$ cat config.mk
export PLATFORM = sky130hd
export DESIGN_NAME = alu_mc
export DESIGN_NICKNAME = d
export VERILOG_FILES = /design/src/rtl/alu_mc.sv
export SDC_FILE = /design/constraint.sdc
export NUM_CORES = 1
export LEC_CHECK = 0
export BUFFER_PORTS_ARGS = -buffer_cell sky130_fd_sc_hd__buf_2
export CAP_MARGIN = 20
export CORE_ASPECT_RATIO = 1.25
export CORE_MARGIN = 2
export CORE_UTILIZATION = 48
export DETAILED_ROUTE_END_ITERATION = 8
export PLACE_DENSITY = 0.74
export SLEW_MARGIN = 20
export SYNTH_ARGS = -nofsm -noshare
export SYNTH_HDL_FRONTEND = slang
export SYNTH_SLANG_ARGS = --single-unit
$ cat constraint.sdc
create_clock -name clk_i -period 3.8 [get_ports clk_i]
set_input_delay 0.76 -clock clk_i [delete_from_list [all_inputs] [get_ports clk_i]]
set_output_delay 0.76 -clock clk_i [all_outputs]
set_load 0.1 [all_outputs]
$ cat src/rtl/alu_mc.sv
// Multi-cycle ALU: single-cycle integer ops plus an optional iterative multiply/divide unit.
// Define ALU_MC_MDU_EN to build the MUL/MULHU/DIV/DIVU/REM/REMU datapath (ops 10-15).
module alu_mc #(
  parameter int WIDTH = 32
) (
  input  logic             clk_i,
  input  logic             rst_n_i,
  input  logic             valid_i,
  output logic             ready_o,
  input  logic [3:0]       ALUCtrl_i,
  input  logic [WIDTH-1:0] data1_i,
  input  logic [WIDTH-1:0] data2_i,
  input  logic             flush_i,
  output logic             valid_o,
  output logic [WIDTH-1:0] data_o,
  output logic             zero_o
);

  localparam int SHW = $clog2(WIDTH);

  typedef enum logic [1:0] {S_IDLE, S_BUSY, S_DONE} state_t;

  state_t           state_q, state_d;
  logic [WIDTH-1:0] data_q, data_d;
  logic             zero_q, zero_d;
  logic [WIDTH-1:0] alu_res;
  logic             alu_zero;
  logic             accept;
  logic [SHW-1:0]   shamt;

  assign ready_o = (state_q == S_IDLE);
  assign valid_o = (state_q == S_DONE);
  assign data_o  = data_q;
  assign zero_o  = zero_q;
  // Flush wins over a simultaneous request, which is then dropped.
  assign accept  = valid_i && ready_o && !flush_i;
  assign shamt   = data2_i[SHW-1:0];

  always_comb begin
    alu_res  = '0;
    alu_zero = 1'b0;
    case (ALUCtrl_i)
      4'd0: alu_res = data1_i + data2_i;
      4'd1: alu_res = data1_i - data2_i;
      4'd2: alu_res = data1_i & data2_i;
      4'd3: alu_res = data1_i | data2_i;
      4'd4: alu_res = {{(WIDTH-1){1'b0}}, ($signed(data1_i) < $signed(data2_i))};
      4'd5: begin
        alu_res  = data1_i ^ data2_i;
        alu_zero = (data1_i == data2_i);
      end
      4'd6: alu_res = data1_i << shamt;
      4'd7: alu_res = data1_i >> shamt;
      4'd8: alu_res = $signed(data1_i) >>> shamt;
      4'd9: alu_zero = (data1_i != data2_i);
      default: alu_res = '0;
    endcase
  end

`ifdef ALU_MC_MDU_EN
  // acc_q high half: partial product / remainder; low half: multiplier / dividend->quotient.
  logic [2*WIDTH-1:0] acc_q, acc_d, acc_step;
  logic [WIDTH-1:0]   opnd_q, opnd_d;
  logic [2:0]         op_q, op_d;
  logic [SHW-1:0]     cnt_q, cnt_d;
  logic               qneg_q, qneg_d, rneg_q, rneg_d;
  logic [WIDTH:0]     mul_sum;
  logic [WIDTH:0]     div_shift;
  logic [WIDTH-1:0]   div_sub;
  logic               div_ge;
  logic               is_mdu_op, sgn_div;
  logic [WIDTH-1:0]   a_mag, b_mag, mdu_res;

  assign is_mdu_op = ALUCtrl_i[3] & (ALUCtrl_i[2] | ALUCtrl_i[1]);
  assign sgn_div   = ~ALUCtrl_i[0];
  assign a_mag     = (sgn_div && data1_i[WIDTH-1]) ? -data1_i : data1_i;
  assign b_mag     = (sgn_div && data2_i[WIDTH-1]) ? -data2_i : data2_i;

  assign mul_sum   = {1'b0, acc_q[2*WIDTH-1:WIDTH]} + (acc_q[0] ? {1'b0, opnd_q} : '0);
  assign div_shift = {acc_q[2*WIDTH-1:WIDTH], acc_q[WIDTH-1]};
  assign div_ge    = (div_shift >= {1'b0, opnd_q});
  assign div_sub   = div_shift[WIDTH-1:0] - opnd_q;
  assign acc_step  = op_q[2]
                   ? {(div_ge ? div_sub : div_shift[WIDTH-1:0]), acc_q[WIDTH-2:0], div_ge}
                   : {mul_sum, acc_q[WIDTH-1:1]};

  // Result is formed from the final step so DONE follows the last iteration directly.
  always_comb begin
    case (op_q)
      3'b010:  mdu_res = acc_step[WIDTH-1:0];
      3'b011:  mdu_res = acc_step[2*WIDTH-1:WIDTH];
      3'b100:  mdu_res = qneg_q ? -acc_step[WIDTH-1:0] : acc_step[WIDTH-1:0];
      3'b101:  mdu_res = acc_step[WIDTH-1:0];
      3'b110:  mdu_res = rneg_q ? -acc_step[2*WIDTH-1:WIDTH] : acc_step[2*WIDTH-1:WIDTH];
      3'b111:  mdu_res = acc_step[2*WIDTH-1:WIDTH];
      default: mdu_res = '0;
    endcase
  end

  always_ff @(posedge clk_i or negedge rst_n_i) begin
    if (!rst_n_i) begin
      acc_q  <= '0;
      opnd_q <= '0;
      op_q   <= '0;
      cnt_q  <= '0;
      qneg_q <= 1'b0;
      rneg_q <= 1'b0;
    end else begin
      acc_q  <= acc_d;
      opnd_q <= opnd_d;
      op_q   <= op_d;
      cnt_q  <= cnt_d;
      qneg_q <= qneg_d;
      rneg_q <= rneg_d;
    end
  end
`endif

  always_comb begin
    state_d = state_q;
    data_d  = data_q;
    zero_d  = zero_q;
`ifdef ALU_MC_MDU_EN
    acc_d   = acc_q;
    opnd_d  = opnd_q;
    op_d    = op_q;
    cnt_d   = cnt_q;
    qneg_d  = qneg_q;
    rneg_d  = rneg_q;
`endif
    case (state_q)
      S_IDLE: begin
        if (accept) begin
`ifdef ALU_MC_MDU_EN
          if (is_mdu_op) begin
            state_d = S_BUSY;
            op_d    = ALUCtrl_i[2:0];
            cnt_d   = '0;
            if (ALUCtrl_i[2]) begin
              acc_d  = {{WIDTH{1'b0}}, a_mag};
              opnd_d = b_mag;
              // A zero divisor keeps the all-ones quotient unsigned.
              qneg_d = sgn_div && (data1_i[WIDTH-1] ^ data2_i[WIDTH-1]) && (data2_i != '0);
              rneg_d = sgn_div && data1_i[WIDTH-1];
            end else begin
              acc_d  = {{WIDTH{1'b0}}, data2_i};
              opnd_d = data1_i;
              qneg_d = 1'b0;
              rneg_d = 1'b0;
            end
          end else
`endif
          begin
            state_d = S_DONE;
            data_d  = alu_res;
            zero_d  = alu_zero;
          end
        end
      end
      S_BUSY: begin
`ifdef ALU_MC_MDU_EN
        if (flush_i) begin
          state_d = S_IDLE;
        end else begin
          acc_d = acc_step;
          cnt_d = cnt_q + SHW'(1);
          if (cnt_q == SHW'(WIDTH - 1)) begin
            state_d = S_DONE;
            data_d  = mdu_res;
            zero_d  = 1'b0;
          end
        end
`else
        state_d = S_IDLE;
`endif
      end
      S_DONE:  state_d = S_IDLE;
      default: state_d = S_IDLE;
    endcase
  end

  always_ff @(posedge clk_i or negedge rst_n_i) begin
    if (!rst_n_i) begin
      state_q <= S_IDLE;
      data_q  <= '0;
      zero_q  <= 1'b0;
    end else begin
      state_q <= state_d;
      data_q  <= data_d;
      zero_q  <= zero_d;
    end
  end

endmodule
==> reports/results.env <==
ANTENNA_VIOLATIONS_BEFORE_REPAIR=0
ASYNC_RESET_FF_FRAC=1.000
SYNTH_SEQUENTIAL_AREA_RATIO=0.08661
SYNTH_AREA_PER_CELL_UM2=7.129
SYNTH_AREA_LEADER_CELL='sky130_fd_sc_hd__ha_1'
GLOBAL_ROUTE_WIRE_LENGTH_BEFORE_REPAIR_MM=67.21
HORIZ_DIE_DIM_UM=132.0
GRT_OVERFLOW_TOTAL=0
POWER.IR.VDD_WORST_mV=0.2290
CLK_LAT_WORST_SKEW_PS=290
WORST_SETUP_HOLD_PATH_CLK_SLEW_PS=60
TIMING.MAX_CAP.VIOLATIONS=0
POST_LAYOUT_NETS=1674
CP_DATA_REQUIRED_TIME_PS=3960
NETLIST_TOP_CELLS_AREA='sky130_fd_sc_hd__ha_1 12%, sky130_fd_sc_hd__dfrtp_1 8.7%, sky130_fd_sc_hd__mux2i_1 6.0%'
CLOCK_POWER_SHARE=0.168
TRITONCTS_NUM_SINKS=34
MAX_SLEW.WORST_PIN.SLEW_PS=922.5
CP_DATA_ARRIVAL_TIME_PS=3660
LEAKAGEPOWER_nW=5.183
NUM_VIAS=12015
CLOCK-SKEW-FINAL_PS=7.410
DP.FINAL_HPWL_MM=35.50
FP-ROW-COUNT=58
SUMMED_INSTANCE_AREA_OF_THE_SYNTHESIZED_NETLIST_UM2=9823
POST-PLACE-WS_PS=66.16
CTS.REPAIR.RESIZED=0
YOSYSWARNINGS=0
ENDPOINT_KIND='register'
SYNTH_FLOP_CELL='sky130_fd_sc_hd__dfrtp_1'
FIRST_GLOBAL_VIAS=11254
GRT_START_MAX_NET_PINS=91
REPORT.FINAL.HOLD_VIOL_COUNT=0
WORSTSETUPSTARTPOINTTYPE='primary input'
FP.COREAREA_UM2=20100
REPORT.FINAL.SETUP_VIOL=0
DRT_FIRST_PASS_ITERS=6
VIAS_PER_CELL=6.773
TIMING_WORST_SETUP_PATH_TYPE='in2reg'
TOP_LAYER='met4'
YS_TYPES=90
DETAIL_ROUTE.WIRELENGTH_MM=45.01
CTS_ROOT_BUFFER='sky130_fd_sc_hd__clkbuf_16'
MOST_USED_STANDARD_CELL_BY_INSTANCE_COUNT_AFTER_SYNTHESIS='sky130_fd_sc_hd__nand2_1'
SLEW_VIOLATIONS=0
P_SWITCHING_mW=1.543
SWITCHING_SHARE=0.5380
HTREE_NUM_LEVELS=2
MET2WIRELENGTH_MM=19.55
SYNTHDOMINANTCELLAREASHARE=0.1236
FINAL_UTIL=0.5667
TIMING.FINAL.CRIT_SHARE=0.9205
SLEW_HEADROOM=0.3850
DIE_Y_UM=163.9
FLOW.AREA_GROWTH_FROM_SYNTHESIS_PCT=15.96
INITIAL_CORE_UTIL=0.4887
TIMING.FMAX_MHz=285.9
FINAL.SETUP.TNS_PS=0
CTS_MAX_PATH_BUFFERS=2
DP.CELLS=1766
DR_WL_MET3_MM=5.071
ROUTABILITYCONGESTION=1.111
ANTENNADIODECOUNT=0
PORT_BUFFERS=106
WIRE_PER_INST_UM=25.37
SYNTH_FP_NETS=1549
WORST_SETUP_SLACK_AFTER_LAYOUT_PS=301.9
HOLDBUFCOUNTCTS=0
SEQUENTIALPOWERSHARE=0.152
SYNTH_EDF_COUNT=0
FINAL.MIN_CLOCK_PERIOD_PS=3498
CTS_SETUP_BUFFERS=0
HOLDCRITPATHCLASS='reg2reg'
NETLIST_INSTANCES=1378
DRT-INITIAL-DRC-COUNT=1735
COMB_POWER_SHARE=0.680
SYNTH_SEQ_CELLS=34
WL_MET1_MM=17.90
MOST_FREQUENT_CELLS_AFTER_SYNTHESIS='140 x sky130_fd_sc_hd__nand2_1, 128 x sky130_fd_sc_hd__nor2_1, 100 x sky130_fd_sc_hd__a21oi_1'
POWER.DENSITY_CELL_AREA_nW_PER_UM2=251.8
CRIT_FANOUT=5
DRC=0
CTS_TREE='built'
LAYOUT-DRIVE-GT1-SHARE=0.2055
CELL_INTERNAL_PWR_mW=1.325
FINAL_ANTENNA_NET_COUNT=0
FINAL-INSTANCE-COUNT-EXCL-FILL=1774
FP.DIEAREA_UM2=21630
CTS-BUFFERS-INSERTED=5
GRT_SETUP_UNREPAIRED='false'
GRT_UTIL_ALL_LAYERS=0.4048
WORST_HOLD_SLACK_PS=485.9
RUN_STATUS='complete, no violations'
PIN_COUNT=107
-- metrics by stage --
| stage | total power, mW | instance area (um2) |
|---|---|---|
| after CTS | 2.821 | 11390 |
| after detailed placement | 2.328 | 11220 |
| after global routing | 2.995 | 11390 |
| final | 2.868 | 11390 |
| after floorplan | 1.722 | 9836 |
| after global placement | 2.318 | 11220 |
-- routing by layer --
layer / vias up / track usage
met3: 133 / 0.06852
li1: 5393 / -
met4: 0 / 0.2036
met1: 5693 / 0.5411
met5: - / 0
met2: 796 / 0.6304
-- critical path, stage by stage --
cell and delay [ps]:
sky130_fd_sc_hd__buf_2 130, sky130_fd_sc_hd__inv_1 70, sky130_fd_sc_hd__ha_1 230, sky130_fd_sc_hd__fa_1 420
sky130_fd_sc_hd__nor3_1 260, sky130_fd_sc_hd__o31ai_1 160, sky130_fd_sc_hd__a31oi_1 260, sky130_fd_sc_hd__o21ai_1 210
sky130_fd_sc_hd__o41ai_2 520, sky130_fd_sc_hd__a21oi_1 170, sky130_fd_sc_hd__buf_4 170, sky130_fd_sc_hd__a211oi_1 200
sky130_fd_sc_hd__o31ai_1 100
-- cells by family (layout without fill, tap and decap cells) --
logic type               count (synthesis)  after routing  synth area share
AND/OR/NAND/NOR                        426            426            0.2021
buffers and inverters                  204            330           0.08343
flip-flops                              34             34           0.08661
XOR/XNOR                                13             13           0.01159
multiplexers                           114            114            0.1495
adder cells (fa/ha/maj)                 99             99            0.1276
AO/OA/AOI/OAI                          488            488            0.3391
-- registers in the layout, summed over array words and instances (netlist names) --
name,cells
zero_o,1
data_o,32
state_q,1
-- layout by cell type, fill, tap and decap left out, drive strengths merged, types with 5 or more instances in the layout --
cell | synthesis | layout
nand3 | 20 | 20
a221o | 9 | 9
and3 | 11 | 11
a22o | 10 | 10
mux2 | 32 | 32
nand2b | 12 | 12
a21o | 14 | 14
inv | 96 | 96
or4 | 5 | 5
a311o | 5 | 5
or3 | 14 | 14
o31ai | 12 | 12
nand2 | 140 | 140
a22oi | 25 | 25
a221oi | 25 | 25
nor2 | 129 | 129
o22ai | 14 | 14
nor2b | 16 | 16
a21oi | 100 | 100
xnor2 | 12 | 12
o221ai | 11 | 11
nor3 | 34 | 34
a31oi | 23 | 23
mux2i | 59 | 59
nor4 | 10 | 10
a2111oi | 8 | 8
dfrtp | 34 | 34
mux4 | 23 | 23
clkbuf | 77 | 8
and2 | 10 | 10
o211ai | 29 | 29
buf | 31 | 226
o21bai | 9 | 9
nor3b | 5 | 5
a211oi | 33 | 33
o21ai | 107 | 107
or2 | 5 | 5
ha | 97 | 97
o2111ai | 8 | 8
-- area by class of cell --
cell class / instances / area, um2
clock buffer: 8 / 166.4
inverter: 96 / 360.3
tap: 270 / 337.8
multi-input combinational: 1140 / 8192
timing repair buffer: 226 / 1484
sequential: 34 / 850.8
fill: 1987 / 8711
-- power by group through the flow --
stage	sequential, mW	combinational, mW	clock (mW)
after floorplan	0.779	0.943	0
after detailed placement	0.442	1.89	0
after global routing	0.440	2.06	0.496
after CTS	0.435	1.90	0.487
final	0.436	1.95	0.481
after global placement	0.441	1.88	0
-- path summary, 6_finish.rpt --
path,startpoint,end,slack [ps],depth (start not counted)
worst min-delay path,data_o[8],data_o[8],490,2
min in group asynchronous,rst_n_i,state_q[1],580,1
worst min register to register,data_o[8],data_o[8],490,2
worst max register to register,state_q[1],data_o[31],1310,9
max in group asynchronous,rst_n_i,data_o[13],2610,1
worst max-delay path,data1_i[0],data_o[0],300,13
No activity file was read; power rests on OpenSTA's default activity.
